**src/rtl/gpio_ctrl_serial.sv**
```systemverilog
// Serially configured GPIO pad controller.
// Daisy-chained 8-bit config shift register with a 2-flop pad input sync.
module gpio_ctrl_serial #(
  parameter logic [7:0] CFG_DEFAULT = 8'h0B
) (
  input  logic       serial_clock,
  input  logic       resetn,
  input  logic       serial_data_in,
  input  logic       serial_shift,
  input  logic       serial_load,
  output logic       serial_data_out,
  output logic       cfg_err,
  input  logic       mgmt_gpio_out,
  input  logic       mgmt_gpio_oeb,
  output logic       mgmt_gpio_in,
  input  logic       user_gpio_out,
  input  logic       user_gpio_oeb,
  output logic       user_gpio_in,
  output logic       pad_gpio_out,
  output logic       pad_gpio_outenb,
  output logic       pad_gpio_inenb,
  output logic [2:0] pad_gpio_dm,
  input  logic       pad_gpio_in
);

  logic [7:0] cfg_q, cfg_d;
  logic [7:0] shift_reg_q, shift_reg_d;
  logic [3:0] bit_cnt_q, bit_cnt_d;
  logic       cfg_err_q, cfg_err_d;
  logic       sync1_q, sync2_q;

  logic       mgmt_ena;
  logic       outenb;
  logic       inp_dis;

  assign mgmt_ena = cfg_q[0];
  assign outenb   = cfg_q[1];
  assign inp_dis  = cfg_q[2];

  // Load takes priority over a coincident shift
  always_comb begin
    cfg_d       = cfg_q;
    shift_reg_d = shift_reg_q;
    bit_cnt_d   = bit_cnt_q;
    cfg_err_d   = cfg_err_q;
    if (serial_load) begin
      bit_cnt_d = 4'd0;
      if (bit_cnt_q == 4'd8) begin
        cfg_d = shift_reg_q;
      end else begin
        cfg_err_d = 1'b1;
      end
    end else if (serial_shift) begin
      shift_reg_d = {shift_reg_q[6:0], serial_data_in};
      if (bit_cnt_q != 4'd8) begin
        bit_cnt_d = bit_cnt_q + 4'd1;
      end
    end
  end

  always_ff @(posedge serial_clock or negedge resetn) begin
    if (!resetn) begin
      cfg_q       <= CFG_DEFAULT;
      shift_reg_q <= 8'h00;
      bit_cnt_q   <= 4'd0;
      cfg_err_q   <= 1'b0;
      sync1_q     <= 1'b0;
      sync2_q     <= 1'b0;
    end else begin
      cfg_q       <= cfg_d;
      shift_reg_q <= shift_reg_d;
      bit_cnt_q   <= bit_cnt_d;
      cfg_err_q   <= cfg_err_d;
      sync1_q     <= pad_gpio_in;
      sync2_q     <= sync1_q;
    end
  end

  assign serial_data_out = shift_reg_q[7];
  assign cfg_err         = cfg_err_q;
  assign mgmt_gpio_in    = sync2_q;
  assign user_gpio_in    = mgmt_ena ? 1'b0 : pad_gpio_in;

  always_comb begin
    if (mgmt_ena) begin
      pad_gpio_out    = mgmt_gpio_out;
      pad_gpio_outenb = outenb | mgmt_gpio_oeb;
    end else begin
      pad_gpio_out    = user_gpio_out;
      pad_gpio_outenb = user_gpio_oeb;
    end
  end

  assign pad_gpio_inenb = inp_dis;
  assign pad_gpio_dm    = cfg_q[5:3];

endmodule

```
**config.mk**
```make
export PLATFORM = sky130hd
export DESIGN_NAME = gpio_ctrl_serial
export DESIGN_NICKNAME = d
export VERILOG_FILES = /design/src/rtl/gpio_ctrl_serial.sv
export SDC_FILE = /design/constraint.sdc
export NUM_CORES = 1
export LEC_CHECK = 0
export ABC_AREA = 1
export BUFFER_PORTS_ARGS = -buffer_cell sky130_fd_sc_hd__buf_2
export CORE_MARGIN = 5
export CORE_UTILIZATION = 55
export CTS_BUF_LIST = sky130_fd_sc_hd__clkbuf_4
export DETAILED_ROUTE_END_ITERATION = 8
export PLACE_DENSITY = 0.85
export SLEW_MARGIN = 20
export SYNTH_ARGS = -nofsm -noshare
export SYNTH_HDL_FRONTEND = slang
export SYNTH_SLANG_ARGS = --single-unit
```
**constraint.sdc**
```tcl
create_clock -name serial_clock -period 1.6 [get_ports serial_clock]
set_input_delay 0.24 -clock serial_clock [delete_from_list [all_inputs] [get_ports serial_clock]]
set_output_delay 0.24 -clock serial_clock [all_outputs]
set_load 0.01 [all_outputs]
```
# After elaboration in Yosys (flattened, before gate mapping)
# Index checks and enable logic that the tools add are counted.
# word_totals
latch_bits	0
output_inout_bits	10
elab_cells	24
register_bits	21
romBits	0
inputBits	10
mem_count	0
ramBits	0
# classes
reduce_logical	6
order_cmp	0
n_addsub	1
n_eq_ne	2
n_bitwise	3
shifts	0
mul	0
muxes	6
n_div	0
# op_table
cell	count
$mux 4	3
$reduce_and 2->1	4
$add 4x1->4 const B	1
$eq 4x4->1 const B	1
$ne 4x4->1 const B	1
$reduce_bool 2->1	2
$mux 1	3
$not 1->1	2
$or 1x1->1	1

# Longest topological paths before layout
# logic_depth
depth_word	4
mapped_depth	6
depth_no_buf	6

# Worst setup path before layout
# OpenSTA, ideal clock, no wires.
# synth_timing
path_kind	flip-flop to flip-flop
startpoint	reg bit_cnt_q[0]
endpoint	reg cfg_q[2]
setup_time_ps	123
slack_ps	460
arrival_ps	1017
path_buffers	0
t_required_ps	1477
period_less_slack_ps	1140
path_stages_with_launch	6
path_cell_list	dfrtp_1 inv_1 ha_1 nand3_4 o21ai_0 nand2_1
# synth_via
elab_chain_len	2
# synth_lines
element	line_no	source
from (decl)	28	logic [3:0] bit_cnt_q, bit_cnt_d;
from (signal assigned)	72	bit_cnt_q <= bit_cnt_d;
$eq 4x4->1	48	if (bit_cnt_q == 4'd8) begin
$reduce_and 2->1 (no source line)	-	
to (signal assigned)	70	cfg_q <= cfg_d;
to (decl)	26	logic [7:0] cfg_q, cfg_d;
# Every way passes these cells.
# A chain may end at the register's enable or synchronous reset.

# Final worst setup path
# layout_timing
startpoint	reg cfg_q[0]
endpoint	out pad_gpio_outenb
# layout_via
elab_chain_len	1
# layout_lines
element	line_no	source
$mux 1	85	if (mgmt_ena) begin
to (decl)	20	output logic pad_gpio_outenb,
# Every way passes these cells.

==> results.md <==
- Run status: completed
- Count of antenna-violating nets left after detailed routing: 0
- Clk pin slew, worst setup/hold paths: between 0.1 and 0.15 ns
- Critical path capture point type: output port
- Hold Violations, Final: 0
- Most Frequent Cell on Critical Path: sky130_fd_sc_hd__nand2_1
- Actual slew at the worst max-slew pin: 0.4435 ns
- Register bit total from synthesis: 21
- Sequential area share after synthesis: 55.88%
- Portion of synthesized cell area occupied by the leading cell type: a little under half
- Maximum clock insertion buffer count: 2
- Power per Cell Area: around 960 nW/µm²
- Number of optimization iterations in the first detailed-route pass: 4
- Number of max-cap violations: 0
- Filler cell count in the final layout: 140
- Final Max Tran Viols: 0
- All-layer global routing usage: between 15 and 20%
- Cell types with the largest area share after synthesis: sky130_fd_sc_hd__dfrtp_1 (48%), sky130_fd_sc_hd__nand2_1 (17%), sky130_fd_sc_hd__dfstp_2 (8.3%), sky130_fd_sc_hd__o21ai_0 (4.2%), sky130_fd_sc_hd__inv_1 (3.2%)
- Worst Path Required: about 1.4 ns
- Average detailed-routed wire length per instance: ~12 µm
- Final Critical Period: 1.454 ns
- Maximum achievable frequency: ~700 MHz
- Vias in the first global route: 669
- Count of cell types in the netlist: 18
- Initial Util: 56.07%
- Detailed-route via count: 726
- Finish-stage setup viols: 0
- Synthesis warning total: 0
- Final wirelength: approximately 1.6 mm
- Number of top-level design ports: 20
- Final period util: slightly above 90%
- Source-to-sink clock delay at the later pin of the worst-skew pair: approximately 0.3 ns
- RSZ-0062 raised after global routing: no
- Number of buffers added by the clock tree synthesis step: 3
- Syn Area/Cell: slightly above 9 µm²
- Tightest Hold Check Type: in2reg
- Cells along the critical path: inv_1 -> nand2_1 -> nand2_1 -> buf_2
- Arrival time of data at the critical path endpoint: between 1 and 1.5 ns
- Number of H-tree levels: 1
- Classification of the worst setup path: reg2out
- Fraction of layout cells with a size suffix above 1: a little over a quarter
- Antenna Diode Count: 0
- Post-detailed-route via-to-cell ratio: about 5.1
- Die height: 51.50 µm
- TritonCTS clock tree: yes
- DRC viols: 0
- Gate family responsible for the most delay along the worst path: flip-flops
- Total nets after synthesis: approximately 120
- Final design area excluding fillers: ~1100 µm²
- Mapped Area: 947.2 µm²
- Top cell type by total area after synthesis: sky130_fd_sc_hd__dfrtp_1
- Leak Pwr: roughly 0.6 nW
- DPL Wire Length: between 1 and 1.5 mm
- Remaining Overflow, GRT: 0
- Pin count of the biggest net entering global routing: 22
- Initial drt markers: 19
- Max VDD drop: 678.4 µV
- Max stage delay on crit path: 0.56 ns
- Instance area after placement: 1037 µm²
- CP bufs+invs: 2
- Input/output buffers: 19
- Slew HR: a little over two thirds
- First-pass GRT wire length: approximately 2.9 mm
- Worst-path maximum fanout: 4
- Cell with the largest stage delay on the worst path: sky130_fd_sc_hd__dfstp_2
- Syn-to-layout area delta: 13.74%
- Chip Width: between 50 and 60 µm
- Sum of negative setup slack: 0 ns
- Area of the die: between 2000 and 3000 µm²
- Clock root buffer master: sky130_fd_sc_hd__clkbuf_4
- Setup Skew: about 0.0013 ns
- Gp weighted congestion: between 0.7 and 0.8
- Initial antenna violation count: 0
- Cells after Synth: 103
- FP Rows: 15
- Number of sinks driven by the clock tree: 21
- Number of nets in the layout: 137
- Element type at the critical path start: register
- Area of the core: 1689 µm²
[path summary, 6_finish.rpt]
| path | start | to | slack (ns) | depth (start not counted) |
|---|---|---|---|---|
| worst max-delay path | cfg_q[0]$_DFFE_PN1P_ | pad_gpio_outenb | 0.15 | 4 |
| worst min-delay path | pad_gpio_in | sync1_q$_DFF_PN0_ | 0.05 | 1 |
| worst max register to register | bit_cnt_q[0]$_DFFE_PN0P_ | cfg_q[3]$_DFFE_PN1P_ | 0.33 | 6 |
| worst min register to register | sync1_q$_DFF_PN0_ | mgmt_gpio_in$_DFF_PN0_ | 0.36 | 0 |
| max in group asynchronous | resetn | cfg_q[1]$_DFFE_PN1P_ | 0.86 | 2 |
| min in group asynchronous | resetn | bit_cnt_q[3]$_DFFE_PN0P_ | 0.40 | 2 |
[placed cells by master (no fill, tap or decap), drive strengths merged]
cell type	synthesis	final
nand2	44	44
buf	4	20
dfrtp	18	18
o21ai	9	9
inv	8	8
nand3	6	6
nor2	5	5
clkbuf	0	4
dfstp	3	3
ha	2	2
clkinv	1	1
nand4	1	1
a21o	1	1
a31oi	1	1
dlygate4sd3	0	1
[per-stage QoR]
step                      util (%)  hold WS [ns]  setup slack, ns  power [mW]  instances
after floorplan                  -      -0.05559           0.4602      0.7139        103
after global routing         63.78       0.03565          0.07496       1.098        141
final                        63.78       0.04840           0.1459       1.030        141
after CTS                    63.78       0.03718           0.1249       1.048        141
after global placement       61.41        0.2095           0.4156      0.7638        136
after detailed placement     61.41        0.2099           0.3591      0.7721        136
[worst register-to-register path: stages, from the launching register on]
cell and delay [ns]:
sky130_fd_sc_hd__dfrtp_1 0.43, sky130_fd_sc_hd__inv_1 0.09, sky130_fd_sc_hd__ha_1 0.22, sky130_fd_sc_hd__nand3_4 0.17
sky130_fd_sc_hd__nor2_8 0.16, sky130_fd_sc_hd__nand2_1 0.08, sky130_fd_sc_hd__nand2_1 0.07
[synth_stat cells]
| library cell | instances |
|---|---|
| sky130_fd_sc_hd__nor2_8 | 1 |
| sky130_fd_sc_hd__buf_6 | 1 |
| sky130_fd_sc_hd__inv_1 | 8 |
| sky130_fd_sc_hd__a21o_2 | 1 |
| sky130_fd_sc_hd__a31oi_1 | 1 |
| sky130_fd_sc_hd__nand4_1 | 1 |
| sky130_fd_sc_hd__nand3_1 | 5 |
| sky130_fd_sc_hd__clkinv_4 | 1 |
| sky130_fd_sc_hd__nand2_4 | 1 |
| sky130_fd_sc_hd__nand3_4 | 1 |
| sky130_fd_sc_hd__nor2_1 | 4 |
| sky130_fd_sc_hd__dfrtp_1 | 18 |
| sky130_fd_sc_hd__ha_1 | 2 |
| sky130_fd_sc_hd__buf_4 | 3 |
| sky130_fd_sc_hd__nand2_1 | 43 |
| sky130_fd_sc_hd__o21ai_2 | 1 |
| sky130_fd_sc_hd__o21ai_0 | 8 |
| sky130_fd_sc_hd__dfstp_2 | 3 |
[where the power goes]
part,leakage [nW],switching (mW),total [mW],internal (mW)
Clock,0.0184,0.153,0.267,0.114
Combinational,0.319,0.0844,0.141,0.0564
Sequential,0.263,0.0369,0.622,0.585
Total,0.600,0.274,1.03,0.755
[flip-flops by register name (all words and copies together), names as in the netlist]
signal        count
shift_reg_q       8
cfg_q             6
bit_cnt_q         4
cfg_err           1
mgmt_gpio_in      1
sync1_q           1
[cells by family after synthesis]
family,Yosys count,share of synthesized area [%]
compound gates,11,6.738
fa+ha+maj,2,2.642
buf+inv,13,7.662
flops,21,55.88
simple gates,56,27.08
[what timing repair did]
item / 4_1_cts / 5_1_grt
gates resized for setup: 0 / 0
hold buffers: 1 / 0
setup endpoints to repair: 0 / 0
setup buffers: 0 / 0
hold endpoints to repair: 18 / 0
[area by class of cell]
cell class	count	area, µm²	area share [%]
multi-input combinational	69	345.3	32.06
clock buffer	4	30.03	2.787
sequential	21	529.3	49.13
tap	17	21.27	1.974
inverter	9	38.79	3.600
timing repair buffer	21	112.6	10.45
[layer usage]
metal,track usage (%),up-vias,wire length (µm)
met3,2.579,5,66
met5,0,-,0
li1,-,363,-
met4,10.48,0,44
met2,23.73,13,797
met1,19.48,345,725
Power figures use the tool's default switching activity.
